<file path="src/rtl/lut_fetch_scheduler.sv">
// Sequencing controller for the tetrahedral 3D-LUT path: serialises four vertex reads onto one
// single-port SRAM, feeds the calculator, registers its results and arbitrates host LUT loads.
module lut_fetch_scheduler #(
    parameter int unsigned ADDR_W    = 12,
    parameter int unsigned DATA_W    = 32,
    parameter int unsigned LUT_DEPTH = 3392
) (
    input  logic              i_clk,
    input  logic              i_rst_n,
    input  logic              i_in_valid,
    output logic              o_in_ready,
    input  logic [7:0]        i_in_center,
    input  logic [7:0]        i_in_data1,
    input  logic [7:0]        i_in_data2,
    output logic [7:0]        o_calc_center,
    output logic [7:0]        o_calc_data1,
    output logic [7:0]        o_calc_data2,
    input  logic [ADDR_W-1:0] i_calc_addr0,
    input  logic [ADDR_W-1:0] i_calc_addr1,
    input  logic [ADDR_W-1:0] i_calc_addr2,
    input  logic [ADDR_W-1:0] i_calc_addr3,
    output logic [DATA_W-1:0] o_calc_o0,
    output logic [DATA_W-1:0] o_calc_o1,
    output logic [DATA_W-1:0] o_calc_o2,
    output logic [DATA_W-1:0] o_calc_o3,
    input  logic [10:0]       i_calc_out1,
    input  logic [10:0]       i_calc_out2,
    input  logic [10:0]       i_calc_out3,
    input  logic [10:0]       i_calc_out4,
    output logic              o_sram_cs,
    output logic              o_sram_we,
    output logic [ADDR_W-1:0] o_sram_addr,
    output logic [DATA_W-1:0] o_sram_wdata,
    input  logic [DATA_W-1:0] i_sram_rdata,
    input  logic              i_host_wr_req,
    input  logic [ADDR_W-1:0] i_host_wr_addr,
    input  logic [DATA_W-1:0] i_host_wr_data,
    output logic              o_host_wr_ack,
    output logic              o_out_valid,
    input  logic              i_out_ready,
    output logic [43:0]       o_out_res,
    output logic              o_addr_err
);

    localparam logic [ADDR_W:0] LutDepth = (ADDR_W + 1)'(LUT_DEPTH);

    typedef enum logic [2:0] {StIdle, StFetch, StWait, StDrive, StCapt, StOut} state_e;

    state_e                     r_state;
    state_e                     w_state_nxt;
    logic [1:0]                 r_k;
    logic [7:0]                 r_center;
    logic [7:0]                 r_data1;
    logic [7:0]                 r_data2;
    logic [3:0][DATA_W-1:0]     r_o;
    logic                       r_cap_pend;
    logic                       r_cap_zero;
    logic [1:0]                 r_cap_idx;
    logic [43:0]                r_res;
    logic                       r_addr_err;
    logic [ADDR_W-1:0]          w_fetch_addr;
    logic                       w_fetch_oor;
    logic                       w_host_ok;
    logic                       w_accept;

    always_comb begin
        unique case (r_k)
            2'd0: w_fetch_addr = i_calc_addr0;
            2'd1: w_fetch_addr = i_calc_addr1;
            2'd2: w_fetch_addr = i_calc_addr2;
            2'd3: w_fetch_addr = i_calc_addr3;
        endcase
    end

    assign w_fetch_oor = ({1'b0, w_fetch_addr} >= LutDepth);
    assign w_host_ok   = ({1'b0, i_host_wr_addr} < LutDepth);

    always_comb begin
        w_state_nxt   = r_state;
        w_accept      = 1'b0;
        o_in_ready    = 1'b0;
        o_host_wr_ack = 1'b0;
        o_sram_cs     = 1'b0;
        o_sram_we     = 1'b0;
        o_sram_addr   = '0;
        o_sram_wdata  = '0;
        case (r_state)
            StIdle: begin
                // Host has strict priority; out-of-range writes are acked and dropped.
                if (i_host_wr_req) begin
                    o_host_wr_ack = 1'b1;
                    if (w_host_ok) begin
                        o_sram_cs    = 1'b1;
                        o_sram_we    = 1'b1;
                        o_sram_addr  = i_host_wr_addr;
                        o_sram_wdata = i_host_wr_data;
                    end
                end else begin
                    o_in_ready = 1'b1;
                    if (i_in_valid) begin
                        w_accept    = 1'b1;
                        w_state_nxt = StFetch;
                    end
                end
            end
            StFetch: begin
                if (!w_fetch_oor) begin
                    o_sram_cs   = 1'b1;
                    o_sram_addr = w_fetch_addr;
                end
                if (r_k == 2'd3) w_state_nxt = StWait;
            end
            StWait:  w_state_nxt = StDrive;
            StDrive: w_state_nxt = StCapt;
            StCapt:  w_state_nxt = StOut;
            StOut:   if (i_out_ready) w_state_nxt = StIdle;
            default: w_state_nxt = StIdle;
        endcase
        // Combinational outputs read as zero while reset is held.
        if (!i_rst_n) begin
            w_accept      = 1'b0;
            o_in_ready    = 1'b0;
            o_host_wr_ack = 1'b0;
            o_sram_cs     = 1'b0;
            o_sram_we     = 1'b0;
            o_sram_addr   = '0;
            o_sram_wdata  = '0;
        end
    end

    always_ff @(posedge i_clk or negedge i_rst_n) begin
        if (!i_rst_n) begin
            r_state    <= StIdle;
            r_k        <= 2'd0;
            r_center   <= '0;
            r_data1    <= '0;
            r_data2    <= '0;
            r_o        <= '0;
            r_cap_pend <= 1'b0;
            r_cap_zero <= 1'b0;
            r_cap_idx  <= 2'd0;
            r_res      <= '0;
            r_addr_err <= 1'b0;
        end else begin
            r_state <= w_state_nxt;
            if (w_accept) begin
                r_center <= i_in_center;
                r_data1  <= i_in_data1;
                r_data2  <= i_in_data2;
                r_k      <= 2'd0;
            end else if (r_state == StFetch) begin
                r_k <= r_k + 2'd1;
            end
            // Read data returns one cycle after issue; skipped reads land as zero.
            r_cap_pend <= (r_state == StFetch);
            r_cap_idx  <= r_k;
            r_cap_zero <= w_fetch_oor;
            if (r_cap_pend) r_o[r_cap_idx] <= r_cap_zero ? '0 : i_sram_rdata;
            if ((r_state == StFetch) && w_fetch_oor) r_addr_err <= 1'b1;
            if (r_state == StCapt) r_res <= {i_calc_out1, i_calc_out2, i_calc_out3, i_calc_out4};
        end
    end

    assign o_calc_center = r_center;
    assign o_calc_data1  = r_data1;
    assign o_calc_data2  = r_data2;
    assign o_calc_o0     = r_o[0];
    assign o_calc_o1     = r_o[1];
    assign o_calc_o2     = r_o[2];
    assign o_calc_o3     = r_o[3];
    assign o_out_valid   = (r_state == StOut);
    assign o_out_res     = r_res;
    assign o_addr_err    = r_addr_err;

endmodule

</file>
<file path="config.mk">
export PLATFORM = sky130hd
export DESIGN_NAME = lut_fetch_scheduler
export DESIGN_NICKNAME = d
export VERILOG_FILES = /design/src/rtl/lut_fetch_scheduler.sv
export SDC_FILE = /design/constraint.sdc
export NUM_CORES = 1
export LEC_CHECK = 0
export BUFFER_PORTS_ARGS = -buffer_cell sky130_fd_sc_hd__buf_2
export CAP_MARGIN = 20
export CORE_AREA = 2 2 170 172
export CTS_BUF_LIST = sky130_fd_sc_hd__clkbuf_16
export CTS_CLUSTER_SIZE = 10
export DETAILED_ROUTE_END_ITERATION = 12
export DIE_AREA = 0 0 172 174
export PLACE_DENSITY_LB_ADDON = 0.15
export SYNTH_ARGS = -nofsm -noshare
export SYNTH_HDL_FRONTEND = slang
export SYNTH_SLANG_ARGS = --single-unit
</file>
<file path="constraint.sdc">
create_clock -name i_clk -period 2.9 [get_ports i_clk]
set_clock_uncertainty 0.2 [all_clocks]
set_input_delay 0 -clock i_clk [delete_from_list [all_inputs] [get_ports i_clk]]
set_output_delay 0 -clock i_clk [all_outputs]
set_load 0.02 [all_outputs]
</file>
Word level (Yosys, flattened, before mapping)

Index checks and enable logic that the tools add are counted.
W data, S select, Z words.

$add $sub $neg: 1
$lt $le $gt $ge: 4
Equal/unequal tests: 12
Multiplexer cells: 38
Reductions and logical operators: 6

Operators by type and width:

| kind                   | count |
|---|---|
| $mux W32               | 6 |
| $bwmux W128            | 1 |
| $demux W32 S2          | 1 |
| $mux W12               | 4 |
| $pmux W12 S4           | 1 |
| $pmux W12 S2           | 1 |
| $pmux W3 S6            | 1 |
| $mux W1                | 16 |
| $ge A12 B12 Y1 const B | 1 |
| $lt A12 B12 Y1 const B | 1 |
| $mux W3                | 4 |
| $eq A3 B2 Y1 const B   | 2 |
| $eq A3 B3 Y1 const B   | 2 |
| $ne A2 B2 Y1 const B   | 3 |
| $eq A2 B2 Y1 const B   | 2 |
| $mux W2                | 2 |
| $reduce_and A4 Y1      | 1 |
| $eq A3 B1 Y1 const B   | 1 |
| $logic_not A3 Y1       | 1 |
| $lt A2 B3 Y1 const B   | 1 |
| $add A2 B1 Y2 const B  | 1 |
| $eq A2 B1 Y1 const B   | 1 |
| $ge A2 B1 Y1 const B   | 1 |
| $logic_and A1 B1 Y1    | 2 |
| 4 further kinds        | 4 |

Bits in registers: 206
Input bits: 197
Output and inout port bits: 246
Logic and storage cells: 75

Logic depth before layout (Yosys ltp)

Depth in word-level cells: 6
Mapped depth: 8
Gate-level depth less buffers: 6

Worst setup path after synthesis

No wires, ideal clock.

Kind: register to output
Start: reg r_k[0]
End: out o_sram_addr[6]
Arrival time: 2.180 ns
Required time: 2.700 ns
Setup slack: 0.520 ns
Stages on the path, launching flop included: 8
Cells stage by stage: dfrtp_1 inv_1 ha_1 buf_2 a22oi_1 a22o_1 nor2_1 o311ai_0

Word-level cells in the longest chain between the ends: 6

RTL lines:

| what                                 | RTL line | text |
|---|---|---|
| from (decl)                          | 51       | `logic [1:0] r_k;` |
| from (signal assigned)               | 152      | `r_k <= r_k + 2'd1;` |
| $eq A2 B2 Y1 (tied with other cells) | 67       | `unique case (r_k)` |
| $pmux W12 S4 *                       | 67       |  |
| $ge A12 B12 Y1                       | 75       | `assign w_fetch_oor = ({1'b0, w_fetch_addr} >= LutDepth);` |
| $mux W12 *                           | 107      | `if (!w_fetch_oor) begin` |
| $pmux W12 S2 *                       | 87       | `case (r_state)` |
| $mux W12 *                           | 120      | `if (!i_rst_n) begin` |
| to (decl)                            | 32       | `output logic [ADDR_W-1:0] o_sram_addr,` |

Mark *: on every way between the ends. The rest lies on a longest branch, timed or not.

Worst setup path after layout

Start: reg r_k[0]
End: out o_sram_addr[8]

The elaborated chain is that of the path after synthesis.

==> run metrics <==
yosys warns=0; setup repair after global routing missed its margin=true; crit path kind=flip-flop to primary output; final worst-path cycle share=0.945; min cycle time layout=2.74 ns; Synth Area per Inst=11.1 µm²; r2r startpoint=r_k[0]$_DFFE_PN0P_; post-synthesis sequential area ratio=0.593; H-tree lvl count=1; post-synthesis cell type count=44; PD cells=1150 mW/mm²; actual slew at the worst max-slew pin=0.937 ns; Combinational Power Share=0.488; Hold WC Path Type=input pin to async pin; Max IR drop VDD=around 480 µV; gpl congestion=0.909; CP Max Fanout=13; Syn Std Cell Area=0.00869 mm²; Int Pwr=~8500 µW; Detailed Place HPWL=20.9 mm; DRC=0; CTS tree=yes; Synth Net Count=984; first-pass GRT wire length=46.1 mm; max-slew violation count=0; Area after DPL=roughly 0.011 mm²; dpl cells=1571; Core Area=0.0282 mm²; drt pass-1 iters=5; P_leak=0.00676 µW; Setup Viol. Count Final=0; CP max stage delay=0.45 ns; # rows=62; # IOs=443; largest net degree at the start of global routing=168; clock power share=0.178; fraction of layout cells with a size suffix above 1=0.420; die width=172 µm; CP startpoint kind=flip-flop; worst reg2reg setup slack=approximately 0.28 ns; total number of vias=7810; Syn Inst Count=783; CP required=~2.7 ns; critical path's slowest cell=a222oi_1; initial antenna violation count=1; Yosys top cell by area=dfrtp_1; synth top area cells=dfrtp_1 (59%), o21ai_0 (7.9%), nand2_1 (6.0%); vias in the first global route=8150; Final Instance Count excl. Fillers=between 1.5k and 2k; cts bufs inserted=25; CP cell instances=ha_2 > a222oi_1 > mux2_4 > a311oi_1 > o31ai_1 > buf_4; Worst-Skew Late Latency=roughly 0.51 ns; post-synth top area share=0.593; DIE HEIGHT=~170 µm; synth cell count leaders=dfrtp_1 (206), nand2_1 (139), o21ai_0 (137), clkbuf_1 (36); Worst slew margin=0.375; Async S/R FF share, synth=1.00; Net Sw Frac=0.434; utilization after layout=0.463; Sink Count=slightly above 200; starting density of the core=0.308; Clk Tree Root Cell=clkbuf_16; DR vias/cell=around 4.6; Fin. Hold Viols=0; cells on worst reg2reg path=7; maxcap violations=0; most frequent cell after synthesis=dfrtp_1; Antenna Nets Post-Route=0; port buffer count=around 440; gr ovfl total=0; final net count=1524; Clock Path Buffers=3; outcome=finished clean; ys flop type=dfrtp_1; Sw Pwr=6530 µW; Die ar.=roughly 0.03 mm²; Worst Setup End Kind=primary output; routed wire length=slightly below 30 mm; post-synthesis register bit count=206; fmax=around 360 MHz; FF-to-FF End=r_cap_zero$_DFF_PN0_; cell area after layout=around 0.013 mm²; Clk pin slew, worst setup/hold paths=around 0.060 ns; post-DR wirelength/cell=17.3 µm; Arr. time, crit path=2.54 ns; Total Routing Usage GR=0.196; number of synthesized flops with an enable pin=0; Layout area overhead=50.5%; Fin Setup TNS=0 ns; sequential fraction of design power=0.335; Iter 0 DRT Violations=414
[state kept, by name, indices dropped and copies added (netlist names), 2 cells and up]
signal and flops:
o_calc_center 8, o_calc_data1 8, o_calc_data2 8, o_calc_o0 32
o_calc_o1 32, o_calc_o2 32, o_calc_o3 32, o_out_res 44
r_cap_idx 2, r_k 2, r_state 3
[metal layers]
layer	share of wire	vias up	GRT usage	routed length, µm
met1	0.41	3655	0.247	12200
li1	-	3797	-	-
met2	0.49	304	0.330	14400
met4	0.030	0	0.0658	897
met3	0.072	54	0.0455	2130
met5	0	-	0	0
[final cells by class]
type,count,area (µm²)
antenna,1,2.50
timing repair buffer,568,3450
inverter,7,26.3
multi-input combinational,515,3290
clock buffer,25,626
fill,2783,15200
tap,384,480
sequential,206,5150
clock inverter,9,53.8
[stage by stage]
step	setup WS, ns	power (µW)	hold slack, ns
global route	-0.00707	16200	0.0238
floorplan	0.520	9630	-0.496
global placement	0.452	12200	-0.00654
CTS	0.000917	15200	0.00170
detailed placement	0.379	12300	-0.00714
finish	0.160	15100	0.00407
[how the worst max path moves through the flow]
stage	startpoint	to	cells after the start
after global placement	r_k[0]$_DFFE_PN0P_	o_sram_addr[6]	7
after global routing	r_k[1]$_DFFE_PN0P_	o_sram_addr[8]	7
final	r_k[0]$_DFFE_PN0P_	o_sram_addr[8]	6
after floorplan	r_k[0]$_DFFE_PN0P_	o_sram_addr[6]	7
after detailed placement	r_k[0]$_DFFE_PN0P_	o_sram_addr[6]	7
after CTS	r_k[0]$_DFFE_PN0P_	o_sram_addr[8]	6
[power groups by stage]
| stage | Clock, µW | Combinational (µW) | Sequential, µW |
|---|---|---|---|
| 2_1_floorplan | 0 | 2900 | 6730 |
| 3_3_place_gp | 0 | 7140 | 5040 |
| 3_5_place_dp | 0 | 7180 | 5080 |
| 4_1_cts | 2790 | 7370 | 5040 |
| 5_1_grt | 2910 | 8020 | 5250 |
| 6_report | 2680 | 7350 | 5040 |
[critical path, delay by kind of cell, from the launching register on]
family | cells | cell delay (ns)
flops | 1 | 0.43
compound gates | 3 | 0.79
fa+ha+maj | 1 | 0.31
buf+inv | 1 | 0.20
mux | 1 | 0.29
[layout by cell type (no fill, tap or decap), drive strengths merged]
| cell | count |
|---|---|
| nand3b | 2 |
| a21o | 1 |
| a222oi | 8 |
| o21ai | 137 |
| nor4b | 2 |
| or3b | 1 |
| nand2b | 32 |
| a311o | 1 |
| ha | 4 |
| xnor2 | 1 |
| nand2 | 140 |
| nor2 | 3 |
| o31ai | 2 |
| clkinv | 2 |
| a22o | 3 |
| o211ai | 18 |
| diode | 1 |
| clkbuf | 26 |
| a21boi | 2 |
| a21oi | 12 |
| buf | 461 |
| and2 | 3 |
| and3 | 33 |
| nand4b | 2 |
| and3b | 1 |
| o21a | 1 |
| clkinvlp | 1 |
| o311ai | 2 |
| dlygate4sd3 | 106 |
| a22oi | 4 |
| nor3b | 1 |
| o2bb2ai | 1 |
| mux2 | 72 |
| nor2b | 4 |
| dfrtp | 206 |
| a311oi | 1 |
| nand3 | 21 |
| inv | 13 |
[repair_timing]
| item | in CTS | in global routing |
|---|---|---|
| gates resized for setup | 5 | 7 |
| gates cloned | 0 | 1 |
| pin swaps | 0 | 1 |
| hold endpoints to repair | 240 | 0 |
| buffers inserted | 0 | 2 |
| hold buffers | 106 | 0 |
| setup endpoints to repair | 12 | 46 |
[kinds of logic (layout without fill, tap and decap cells)]
family,count (synthesis),after routing,synth area share
buffers and inverters,63,609,0.0340
flip-flops,206,206,0.593
AO/OA/AOI/OAI,193,193,0.128
multiplexers,71,72,0.101
AND/OR/NAND/NOR,245,245,0.138
XOR/XNOR,1,1,0.00101
adder cells (fa/ha/maj),4,4,0.00576
other,0,1,0
No activity file was read; power rests on OpenSTA's default activity.
